### src/rtl/hazard_pkg.sv
// Shared types and constants for the pipeline hazard controller.
package hazard_pkg;

   typedef enum logic [1:0] {
      FWD_RF = 2'b00,
      FWD_W  = 2'b01,
      FWD_M  = 2'b10
   } fwd_sel_t;

   typedef enum logic {
      IDLE    = 1'b0,
      MD_BUSY = 1'b1
   } md_state_t;

   localparam int unsigned REG_ZERO = 0;

endpackage

### src/rtl/md_sequencer.sv
// Busy FSM that holds a multi-cycle multiply/divide op in E for MD_LATENCY cycles.
module md_sequencer
   import hazard_pkg::*;
#(
   parameter int unsigned MD_LATENCY = 4
) (
   input  logic clk,
   input  logic reset,
   input  logic i_md_start,
   output logic o_md_stall,
   output logic o_md_busy
);

   localparam logic [3:0] CNT_LOAD = 4'(MD_LATENCY - 2);

   md_state_t  r_state;
   md_state_t  w_state_nx;
   logic [3:0] r_cnt;
   logic [3:0] w_cnt_nx;

   always_ff @(posedge clk) begin
      if (!reset) begin
         r_state <= IDLE;
         r_cnt   <= '0;
      end else begin
         r_state <= w_state_nx;
         r_cnt   <= w_cnt_nx;
      end
   end

   // The final cycle in MD_BUSY releases the stall; a new start seen then belongs to the same op.
   always_comb begin
      w_state_nx = r_state;
      w_cnt_nx   = r_cnt;
      o_md_stall = 1'b0;
      case (r_state)
         IDLE: begin
            if (i_md_start) begin
               w_state_nx = MD_BUSY;
               w_cnt_nx   = CNT_LOAD;
               o_md_stall = 1'b1;
            end
         end
         MD_BUSY: begin
            if (r_cnt != 4'd0) begin
               w_cnt_nx   = r_cnt - 4'd1;
               o_md_stall = 1'b1;
            end else begin
               w_state_nx = IDLE;
            end
         end
      endcase
   end

   assign o_md_busy = (r_state == MD_BUSY);

endmodule

### src/rtl/hazard_scheduler.sv
// Pipeline hazard controller: stall/flush priority, E-stage forwarding selects,
// multi-cycle op sequencing and a stall-cycle performance counter.
module hazard_scheduler
   import hazard_pkg::*;
#(
   parameter int unsigned MD_LATENCY = 4,
   parameter int unsigned REG_AW     = 5,
   parameter int unsigned CNT_W      = 32
) (
   input  logic              clk,
   input  logic              reset,
   input  logic [REG_AW-1:0] RsD,
   input  logic [REG_AW-1:0] RtD,
   input  logic [REG_AW-1:0] RsE,
   input  logic [REG_AW-1:0] RtE,
   input  logic [REG_AW-1:0] WriteRegE,
   input  logic [REG_AW-1:0] WriteRegM,
   input  logic [REG_AW-1:0] WriteRegW,
   input  logic              RegWriteE,
   input  logic              RegWriteM,
   input  logic              RegWriteW,
   input  logic              MemtoRegE,
   input  logic              PCSrcE,
   input  logic              MdStartE,
   output logic              StallF,
   output logic              StallD,
   output logic              StallE,
   output logic              FlushD,
   output logic              FlushE,
   output logic              FlushM,
   output logic [1:0]        ForwardAE,
   output logic [1:0]        ForwardBE,
   output logic              MdBusy,
   output logic [CNT_W-1:0]  StallCycles
);

   localparam logic [REG_AW-1:0] RZ = REG_AW'(REG_ZERO);

   logic       w_md_stall;
   logic       w_lw_stall;
   fwd_sel_t   w_fwd_a;
   fwd_sel_t   w_fwd_b;
   logic [CNT_W-1:0] r_stall_cycles;

   md_sequencer #(
      .MD_LATENCY (MD_LATENCY)
   ) u_md_sequencer (
      .clk        (clk),
      .reset      (reset),
      .i_md_start (MdStartE),
      .o_md_stall (w_md_stall),
      .o_md_busy  (MdBusy)
   );

   function automatic fwd_sel_t fwd_select(input logic [REG_AW-1:0] src,
                                           input logic              we_m,
                                           input logic [REG_AW-1:0] wr_m,
                                           input logic              we_w,
                                           input logic [REG_AW-1:0] wr_w);
      if (we_m && (wr_m != RZ) && (wr_m == src)) return FWD_M;
      if (we_w && (wr_w != RZ) && (wr_w == src)) return FWD_W;
      return FWD_RF;
   endfunction

   assign w_fwd_a = fwd_select(RsE, RegWriteM, WriteRegM, RegWriteW, WriteRegW);
   assign w_fwd_b = fwd_select(RtE, RegWriteM, WriteRegM, RegWriteW, WriteRegW);

   assign w_lw_stall = MemtoRegE && RegWriteE && (WriteRegE != RZ) &&
                       ((RsD == WriteRegE) || (RtD == WriteRegE));

   always_comb begin
      StallF    = 1'b0;
      StallD    = 1'b0;
      StallE    = 1'b0;
      FlushD    = 1'b0;
      FlushE    = 1'b0;
      FlushM    = 1'b0;
      ForwardAE = FWD_RF;
      ForwardBE = FWD_RF;
      if (reset) begin
         ForwardAE = w_fwd_a;
         ForwardBE = w_fwd_b;
         // A taken branch outranks load-use but never a multi-cycle op still occupying E.
         if (w_md_stall) begin
            StallF = 1'b1;
            StallD = 1'b1;
            StallE = 1'b1;
            FlushM = 1'b1;
         end else if (PCSrcE) begin
            FlushD = 1'b1;
            FlushE = 1'b1;
         end else if (w_lw_stall) begin
            StallF = 1'b1;
            StallD = 1'b1;
            FlushE = 1'b1;
         end
      end
   end

   always_ff @(posedge clk) begin
      if (!reset) begin
         r_stall_cycles <= '0;
      end else if (StallF) begin
         r_stall_cycles <= r_stall_cycles + CNT_W'(1);
      end
   end

   assign StallCycles = r_stall_cycles;

endmodule

### config.mk
export PLATFORM = sky130hd
export DESIGN_NAME = hazard_scheduler
export DESIGN_NICKNAME = d
export VERILOG_FILES = /design/src/rtl/hazard_pkg.sv /design/src/rtl/md_sequencer.sv /design/src/rtl/hazard_scheduler.sv
export SDC_FILE = /design/constraint.sdc
export NUM_CORES = 1
export LEC_CHECK = 0
export ABC_AREA = 1
export BUFFER_PORTS_ARGS = -buffer_cell sky130_fd_sc_hd__clkbuf_2
export CAP_MARGIN = 20
export CELL_PAD_IN_SITES_DETAIL_PLACEMENT = 1
export CELL_PAD_IN_SITES_GLOBAL_PLACEMENT = 2
export CORE_MARGIN = 2
export CORE_UTILIZATION = 24
export CTS_BUF_LIST = sky130_fd_sc_hd__clkbuf_8
export DETAILED_ROUTE_END_ITERATION = 10
export PLACE_DENSITY_LB_ADDON = 0.15
export SLEW_MARGIN = 40
export SYNTH_ARGS = -nofsm -noshare
export SYNTH_HDL_FRONTEND = slang
export SYNTH_HIERARCHICAL = 1
export SYNTH_SLANG_ARGS = --single-unit
### constraint.sdc
create_clock -name clk -period 1.8 [get_ports clk]
set_input_delay 0.54 -clock clk [delete_from_list [all_inputs] [get_ports clk]]
set_output_delay 0.54 -clock clk [all_outputs]
set_load 0.05 [all_outputs]
* After elaboration in Yosys (flattened, before gate mapping)
Cells that the tools add are included.
** Word-level totals
- Flip-flop bits (word level) :: 37
- Input port bits :: 43
- Output and inout port bits :: 43
** Cells by class
- Add/subtract/negate cells :: 2
- Reductions and logical operators :: 15
- Equal/unequal tests :: 8
- Mux-type cells :: 34
- Bitwise operators :: 1
** Operators by type and width (number)
- $add 32x1->32 const B :: 1
- $eq 5x5->1 :: 6
- $mux 1 :: 20
- $mux 2 :: 10
- $reduce_bool 5->1 :: 3
- $logic_and 1x1->1 :: 9
- $mux 4 :: 2
- $pmux 4 s2 :: 1
- $ne 2x2->1 const B :: 2
- $reduce_bool 4->1 :: 1
- $sub 4x1->4 const B :: 1
- $pmux 1 s2 :: 1
- $reduce_and 2->1 :: 1
- $logic_or 1x1->1 :: 1
- $not 1->1 :: 1

* Longest topological paths before layout
Gate-level depths: netlist of the first run.
- Word-level depth :: 8
- Mapped depth :: 12

* Modules after synthesis
Netlist of the first run, hierarchy kept.
** By module, submodules not included
- hazard_scheduler :: area an instance 2314.7 µm², instances 1, cells each 376
- md_sequencer :: area an instance 254.0 µm², instances 1, cells each 32

* Least setup slack after synthesis of the first run
OpenSTA, ideal clock, no wires.
- Kind :: flip-flop to output port
- Start :: register u_md_sequencer.r_state (netlist: u_md_sequencer/o_md_busy)
- End :: output StallF
- Stages on the path, launching flop included :: 8
- Path buffers :: 1
- Arrival time :: 2163 ps
- Path slack :: -903 ps
- Path through :: dfxtp_1 nand2_4 nand2_4 inv_1 nand2_4 inv_1 nor2_1 buf_4
** On the way
- Word-level cells in the longest chain between the ends :: 4
** Ends and longest elaborated chain
- start, declared :: line md_sequencer.sv:16 : md_state_t r_state;
- start signal, assigned :: line md_sequencer.sv:26 : r_state <= w_state_nx;
- $not 1->1 :: line md_sequencer.sv:36 : case (r_state)
- $pmux 1 s2 * :: line md_sequencer.sv:36
- via w_md_stall :: line hazard_scheduler.sv:39 : logic w_md_stall;
- $mux 1 * (2 in a row)
- end, declared :: line hazard_scheduler.sv:25 : output logic StallF,
The timed path passes the listed nets; every way through them passes the cells marked *.

* Worst setup path in the final report of the first run
- Start :: input RsE[3]
- End :: output ForwardAE[0]
** On the way
- Word-level cells in the longest chain between the ends :: 7
- Elaborated cells between the ends (all ways) :: 11
- Classes of those cells :: 2 x eq/ne; 7 x mux; 2 x reduce/logical
** Ends and longest elaborated chain
- start, declared :: line hazard_scheduler.sv:14 : input logic [REG_AW-1:0] RsE,
- $eq 5x5->1 :: line hazard_scheduler.sv:61 : if (we_w && (wr_w != RZ) && (wr_w == src)) return FWD_W;
- $logic_and 1x1->1 :: line hazard_scheduler.sv:61
- $mux 1 (2 in a row) :: line hazard_scheduler.sv:61
- $mux 2 :: line hazard_scheduler.sv:62 : return FWD_RF;
- $mux 2 * :: line hazard_scheduler.sv:61
- $mux 2 * :: line hazard_scheduler.sv:80 : if (reset) begin
- end, declared :: line hazard_scheduler.sv:31 : output logic [1:0] ForwardAE,
Every way passes the cells marked *; elsewhere a longest branch is shown, timed or not. The select of a mux whose other input is x is not followed.

==> results of run 1 <==
final cells by class:
class	instances	area share
clock buffer	6	0.0197
sequential	37	0.180
timing repair buffer	139	0.267
inverter	55	0.0530
multi-input combinational	304	0.439
tap	136	0.0405
clock inverter	1	0.000894
cells in the mapped netlist (all sizes together):
cell    number
o21ai        3
nor2        72
nand3       43
xor2        14
buf         10
a31o         1
nor4         6
nand4        8
or2          2
inv         55
nand2      100
nand3b       2
clkbuf       2
nor3         6
a21oi       36
and3         1
xnor2        7
dfxtp       37
ha           2
o211ai       1
sequential cells by signal (all words and copies together) (netlist names):
register	count
StallCycles	32
u_md_sequencer/o_md_busy	1
u_md_sequencer/r_cnt	4
power groups by stage:
stage | Sequential, mW | Clock [mW] | Combinational, mW
2_1_floorplan | 0.894 | 0 | 0.314
3_3_place_gp | 0.866 | 0 | 0.516
3_5_place_dp | 0.867 | 0 | 0.523
4_1_cts | 0.849 | 0.646 | 0.632
5_1_grt | 0.855 | 0.680 | 0.843
6_report | 0.852 | 0.615 | 0.780
stage by stage:
step | TNS, ps | instance area, um^2 | utilization
2_1_floorplan | -2670 | 2700 | -
3_3_place_gp | -18010 | 3440 | 0.332
3_5_place_dp | -19510 | 3440 | 0.332
4_1_cts | -3780 | 3810 | 0.367
5_1_grt | -4180 | 4200 | 0.405
6_report | -3390 | 4200 | 0.405
per-layer routing:
layer  vias to the layer above  part of all wire  global-route usage
met5                         -                 0                   0
met4                         0             0.013              0.0449
met3                         9             0.040              0.0272
met2                        70              0.52               0.273
met1                      1408              0.43               0.177
li1                       1566                 -                   -
final timing paths:
path	startpoint	endpoint	slack, ps	cells past startpoint
worst max-delay path	RsE[3]	ForwardAE[0]	-470	7
worst min-delay path	u_md_sequencer/r_cnt[0]$_SDFFE_PN0P_	u_md_sequencer/r_cnt[0]$_SDFFE_PN0P_	520	2
worst max register to register	StallCycles[1]$_SDFFE_PN0P_	StallCycles[17]$_SDFFE_PN0P_	80	11
worst min register to register	u_md_sequencer/r_cnt[0]$_SDFFE_PN0P_	u_md_sequencer/r_cnt[0]$_SDFFE_PN0P_	520	2
cell families after synthesis:
group / Yosys count / synth area share
buf+inv: 67 / 0.110
compound gates: 41 / 0.0823
simple gates: 240 / 0.438
fa+ha+maj: 2 / 0.00974
flops: 37 / 0.288
xor+xnor: 21 / 0.0716
repair_timing:
| item | in CTS | in global routing |
|---|---|---|
| setup buffers | 9 | 8 |
| pin swaps | 17 | 37 |
| gates cloned | 0 | 5 |
| endpoints found under the setup margin | 42 | 42 |
| resized for setup | 54 | 83 |
worst max-delay path: cells and delay by family:
family | cells | cell delay [ps]
AND/OR/NAND/NOR | 2 | 480
buffers and inverters | 3 | 380
XOR/XNOR | 1 | 140
AO/OA/AOI/OAI | 1 | 190
cells in the final DEF, fill, tap and decap left out, types with 11 or more instances in the layout:
master / instances
xor2_1: 12
buf_6: 13
a21oi_1: 34
nor2_1: 51
clkbuf_2: 62
buf_4: 45
nor2_4: 11
nand2_2: 13
inv_1: 41
nand2_1: 77
nand3_1: 36
dfxtp_1: 28
==> flow_metrics.env, run 1 <==
export IMPL_violations="negative setup slack"
export IMPL_fin_crit_ps=2270
export IMPL_combinationalPowerShare=0.347
export IMPL_routabilityCongestion=0.746
export IMPL_nets=587
export IMPL_fp_dieH_um=107
export IMPL_fin_crit_sh=1.26
export IMPL_synthToLayoutAreaGrowth_pct=63.5
export IMPL_regArea_um2=757
export IMPL_netlist_top_cells_area="dfxtp_1 29%, nand2_1 13%, nor2_1 9.5%"
export IMPL_synth_avg_cell_area_um2=6.30
export IMPL_timing_fmax_ghz=0.441
export IMPL_postCtsHoldBufs=0
export IMPL_initial_utilization=0.248
export IMPL_drc=0
export IMPL_clk_pin_slew_ps=80
export IMPL_required_ps=1260
export IMPL_ys_ff_latch=37
export IMPL_antenna_found_initial=0
export IMPL_path_common_cell="buf_6"
export IMPL_finalWirelength_mm=9.27
export IMPL_power_leakage_nw=2.05
export IMPL_insertion_delay_ps=290
export IMPL_max_cap_violations=0
export IMPL_hold_path_class="reg2reg"
export IMPL_vias=3053
export IMPL_p_int_mw=1.50
export IMPL_p_per_area_nw_per_um2=535
export IMPL_cts_buffers=5
export IMPL_cts_buffer_depth=2
export IMPL_grt_max_degree=62
export IMPL_htreeDepth=2
export IMPL_power_total_mw=2.25
export IMPL_slowest_stage="nor4_2"
export IMPL_grt_pass1_wl_mm=13.9
export IMPL_rows=37
export IMPL_placed_cells=650
export IMPL_fin_skew_ps=5.83
export IMPL_nFillCells=1353
export IMPL_cts_tree="built"
export IMPL_synthesis_nets=453
export IMPL_numPortBuffers=85
export IMPL_diodes=0
export IMPL_yosysSeqAreaShare=0.288
export IMPL_seqPwrFrac=0.379
export IMPL_ctsRootBufferMaster="clkbuf_8"
export IMPL_wire_per_inst_um=13.7
export IMPL_yosys_area_top_type="dfxtp_1"
export IMPL_ant_nets=0
export IMPL_slew_limit_headroom=0.737
export IMPL_dp_hpwl_mm=6.31
export IMPL_start_kind="input port"
export IMPL_hold_violations=0
export IMPL_arrival_ps=1730
export IMPL_viasPerCell=4.50
export IMPL_synth_cells=408
export IMPL_synth_top_area_share=0.288
export IMPL_dr_pass1_iters=4
export IMPL_die_x_um=107
export IMPL_path_class="in2out"
export IMPL_tightest_slew_ps=392
export IMPL_coreArea_um2=10400
export IMPL_critPathMaxFanout=2
export IMPL_cp_end_kind="output pin"
export IMPL_yosys_warnings=6
export IMPL_grt_overflow=0
export IMPL_path_cells="buf_6 -> buf_6 -> xor2_2 -> nor4_2 -> o211ai_1 -> nor3_4 -> buf_8"
export IMPL_p_switching_mw=0.748
export IMPL_yosysUniqueCellTypes=29
export IMPL_finalSetupViolations=10
export IMPL_rsz0062_at_grt="true"
export IMPL_hold_ws_ps=524
export IMPL_grt_use_total=0.149
export IMPL_die_area_um2=11500
export IMPL_mappedNetlistArea_um2=2570
export IMPL_layout_cells_non_filler=678
export IMPL_io_pins=86
export IMPL_status="finished, violations left"
export IMPL_pre_cts_ws_ps=-712
export IMPL_drt_initial_drc_count=57
export IMPL_swShare=0.333
export IMPL_setup_ws_ps=-467
export IMPL_peakVddDrop_v=0.000226
export IMPL_clkPwrFrac=0.274
export IMPL_grt_pass1_vias=3024
export IMPL_drive_above_1_share=0.437
export IMPL_cp_slowest_stage_delay_ps=260
export IMPL_finalMaxSlewViolations=0
export IMPL_multi_input_area_um2=1840
export IMPL_clock_sinks=37
Power figures use the tool's default switching activity.
==> run 2: changes to the inputs <==
- REMOVE_ABC_BUFFERS: default -> 1
==> flow_metrics.env, run 2 (same netlist as run 1, synthesis figures left out) <==
export IMPL_status="finished, violations left"
export IMPL_grt_use_total=0.151
export IMPL_htreeDepth=2
export IMPL_hold_path_class="reg2reg"
export IMPL_dr_pass1_iters=4
export IMPL_timing_fmax_ghz=0.449
export IMPL_cts_tree="built"
export IMPL_drive_above_1_share=0.441
export IMPL_diodes=0
export IMPL_p_per_area_nw_per_um2=533
export IMPL_swShare=0.332
export IMPL_fp_dieH_um=107
export IMPL_rsz0062_at_grt="true"
export IMPL_endpoint="ForwardBE[0]"
export IMPL_combinationalPowerShare=0.319
export IMPL_finalMaxSlewViolations=0
export IMPL_crit_start="WriteRegM[0]"
export IMPL_numPortBuffers=85
export IMPL_p_switching_mw=0.725
export IMPL_initial_utilization=0.248
export IMPL_regArea_um2=749
export IMPL_grt_pass1_vias=3074
export IMPL_nFillCells=1350
export IMPL_r2r_end="StallCycles[28]$_SDFFE_PN0P_"
export IMPL_fin_crit_ps=2230
export IMPL_violations="negative setup slack"
export IMPL_cts_buffers=5
export IMPL_viasPerCell=4.45
export IMPL_clk_pin_slew_ps=70
export IMPL_synthToLayoutAreaGrowth_pct=59.3
export IMPL_insertion_delay_ps=300
export IMPL_drc=0
export IMPL_arrival_ps=1690
export IMPL_largest_register_ffs=32
export IMPL_coreArea_um2=10400
export IMPL_dp_hpwl_mm=6.52
export IMPL_rows=37
export IMPL_setup_ws_ps=-426
export IMPL_nets=585
export IMPL_grt_overflow=0
export IMPL_regToRegStartpoint="StallCycles[0]$_SDFFE_PN0P_"
export IMPL_slew_limit_headroom=0.757
export IMPL_wire_per_inst_um=12.7
export IMPL_die_area_um2=11500
export IMPL_drt_initial_drc_count=55
export IMPL_hold_violations=0
export IMPL_required_ps=1260
export IMPL_routabilityCongestion=0.735
export IMPL_vias=3008
export IMPL_cts_buffer_depth=2
export IMPL_critPathMaxFanout=3
export IMPL_multi_input_area_um2=1810
export IMPL_cp_end_kind="output pin"
export IMPL_most_common_layout_cells="73 x nand2_1, 61 x clkbuf_2, 50 x buf_4, 48 x nor2_1, 39 x inv_1"
export IMPL_path_class="in2out"
export IMPL_layout_cells_non_filler=676
export IMPL_grt_max_degree=62
export IMPL_postCtsHoldBufs=0
export IMPL_io_pins=86
export IMPL_max_cap_violations=0
export IMPL_ant_nets=0
export IMPL_grt_pass1_wl_mm=14.2
export IMPL_ctsRootBufferMaster="clkbuf_8"
export IMPL_r2r_setup_slack_ps=100
export IMPL_antenna_found_initial=0
export IMPL_p_int_mw=1.46
export IMPL_clock_sinks=37
export IMPL_fin_crit_sh=1.24
export IMPL_start_kind="input port"
export IMPL_power_leakage_nw=1.98
export IMPL_final_common_cell="nand2_1"
export IMPL_placed_cells=656
export IMPL_tightest_slew_ps=361
export IMPL_reg2reg_depth=10
export IMPL_clkPwrFrac=0.292
export IMPL_finalWirelength_mm=8.61
export IMPL_peakVddDrop_v=0.000292
export IMPL_power_total_mw=2.18
export IMPL_seqPwrFrac=0.390
export IMPL_finalSetupViolations=10
export IMPL_fin_skew_ps=16.0
export IMPL_die_x_um=107
[run 2: cell types whose count changed in the layout (fill, tap and decap cells not counted), moves of 3 or more]
cell / delta
buf_12: +3
buf_4: +5
buf_6: -4
clkbuf_16: -3
inv_2: +3
nand2_1: -4
nand2_2: +8
nand2_4: -4
nor2_1: -3
nor2_2: +5
[run 2: through the flow]
stage          instance area [um^2]  hold WS [ps]  utilization  setup slack [ps]  setup TNS, ps
6_report                       4090           518        0.395              -426          -2860
5_1_grt                        4090           556        0.395              -525          -3840
4_1_cts                        3770           524        0.364              -467          -3480
3_5_place_dp                   3410           511        0.329              -630         -16870
3_3_place_gp                   3410           490        0.329              -591         -14960
2_1_floorplan                  2490           426            -             -1470          -9030
[run 2: worst min path at each step]
stage	cells past startpoint	to	slack, ps	startpoint
after detailed placement	2	StallCycles[31]$_SDFFE_PN0P_	510	StallCycles[31]$_SDFFE_PN0P_
after floorplan	1	u_md_sequencer/r_cnt[0]$_SDFFE_PN0P_	430	u_md_sequencer/r_cnt[0]$_SDFFE_PN0P_
after CTS	2	u_md_sequencer/r_cnt[0]$_SDFFE_PN0P_	520	u_md_sequencer/r_cnt[0]$_SDFFE_PN0P_
after global placement	2	StallCycles[31]$_SDFFE_PN0P_	490	StallCycles[31]$_SDFFE_PN0P_
final	2	StallCycles[31]$_SDFFE_PN0P_	520	StallCycles[31]$_SDFFE_PN0P_
after global routing	2	u_md_sequencer/r_cnt[0]$_SDFFE_PN0P_	560	u_md_sequencer/r_cnt[0]$_SDFFE_PN0P_
[run 2: layout make-up]
class | instances | share of cell area
clock buffer | 6 | 0.0202
multi-input combinational | 304 | 0.441
sequential | 37 | 0.183
tap | 136 | 0.0416
clock inverter | 1 | 0.00183
inverter | 55 | 0.0529
timing repair buffer | 137 | 0.259
[run 2: metal layers]
metal | wire (um) | share of wire | up-vias | global-route usage
li1 | - | - | 1552 | -
met1 | 3920 | 0.46 | 1389 | 0.192
met2 | 4280 | 0.50 | 60 | 0.264
met3 | 326 | 0.038 | 7 | 0.0266
met4 | 91 | 0.011 | 0 | 0.0385
met5 | 0 | 0 | - | 0
[run 2: what timing repair did]
action | 4_1_cts | 5_1_grt
hold endpoints to repair | 0 | 0
endpoints found under the setup margin | 42 | 42
setup buffers | 6 | 7
pin swaps | 13 | 36
gates resized for setup | 55 | 92
cloned | 0 | 0
[run 2: power groups by stage]
stage / Sequential (mW) / Combinational, mW / Clock, mW
finish: 0.850 / 0.696 / 0.637
global route: 0.852 / 0.762 / 0.699
CTS: 0.846 / 0.612 / 0.669
detailed placement: 0.863 / 0.510 / 0
global placement: 0.862 / 0.503 / 0
floorplan: 0.892 / 0.243 / 0
[run 2: worst max-delay path, stage by stage]
cell and delay [ps]:
clkbuf_2 120, nor2_1 130, nand2_1 90, o21ai_4 200
nor4_4 70, buf_4 140, nor3_2 180, clkbuf_8 210
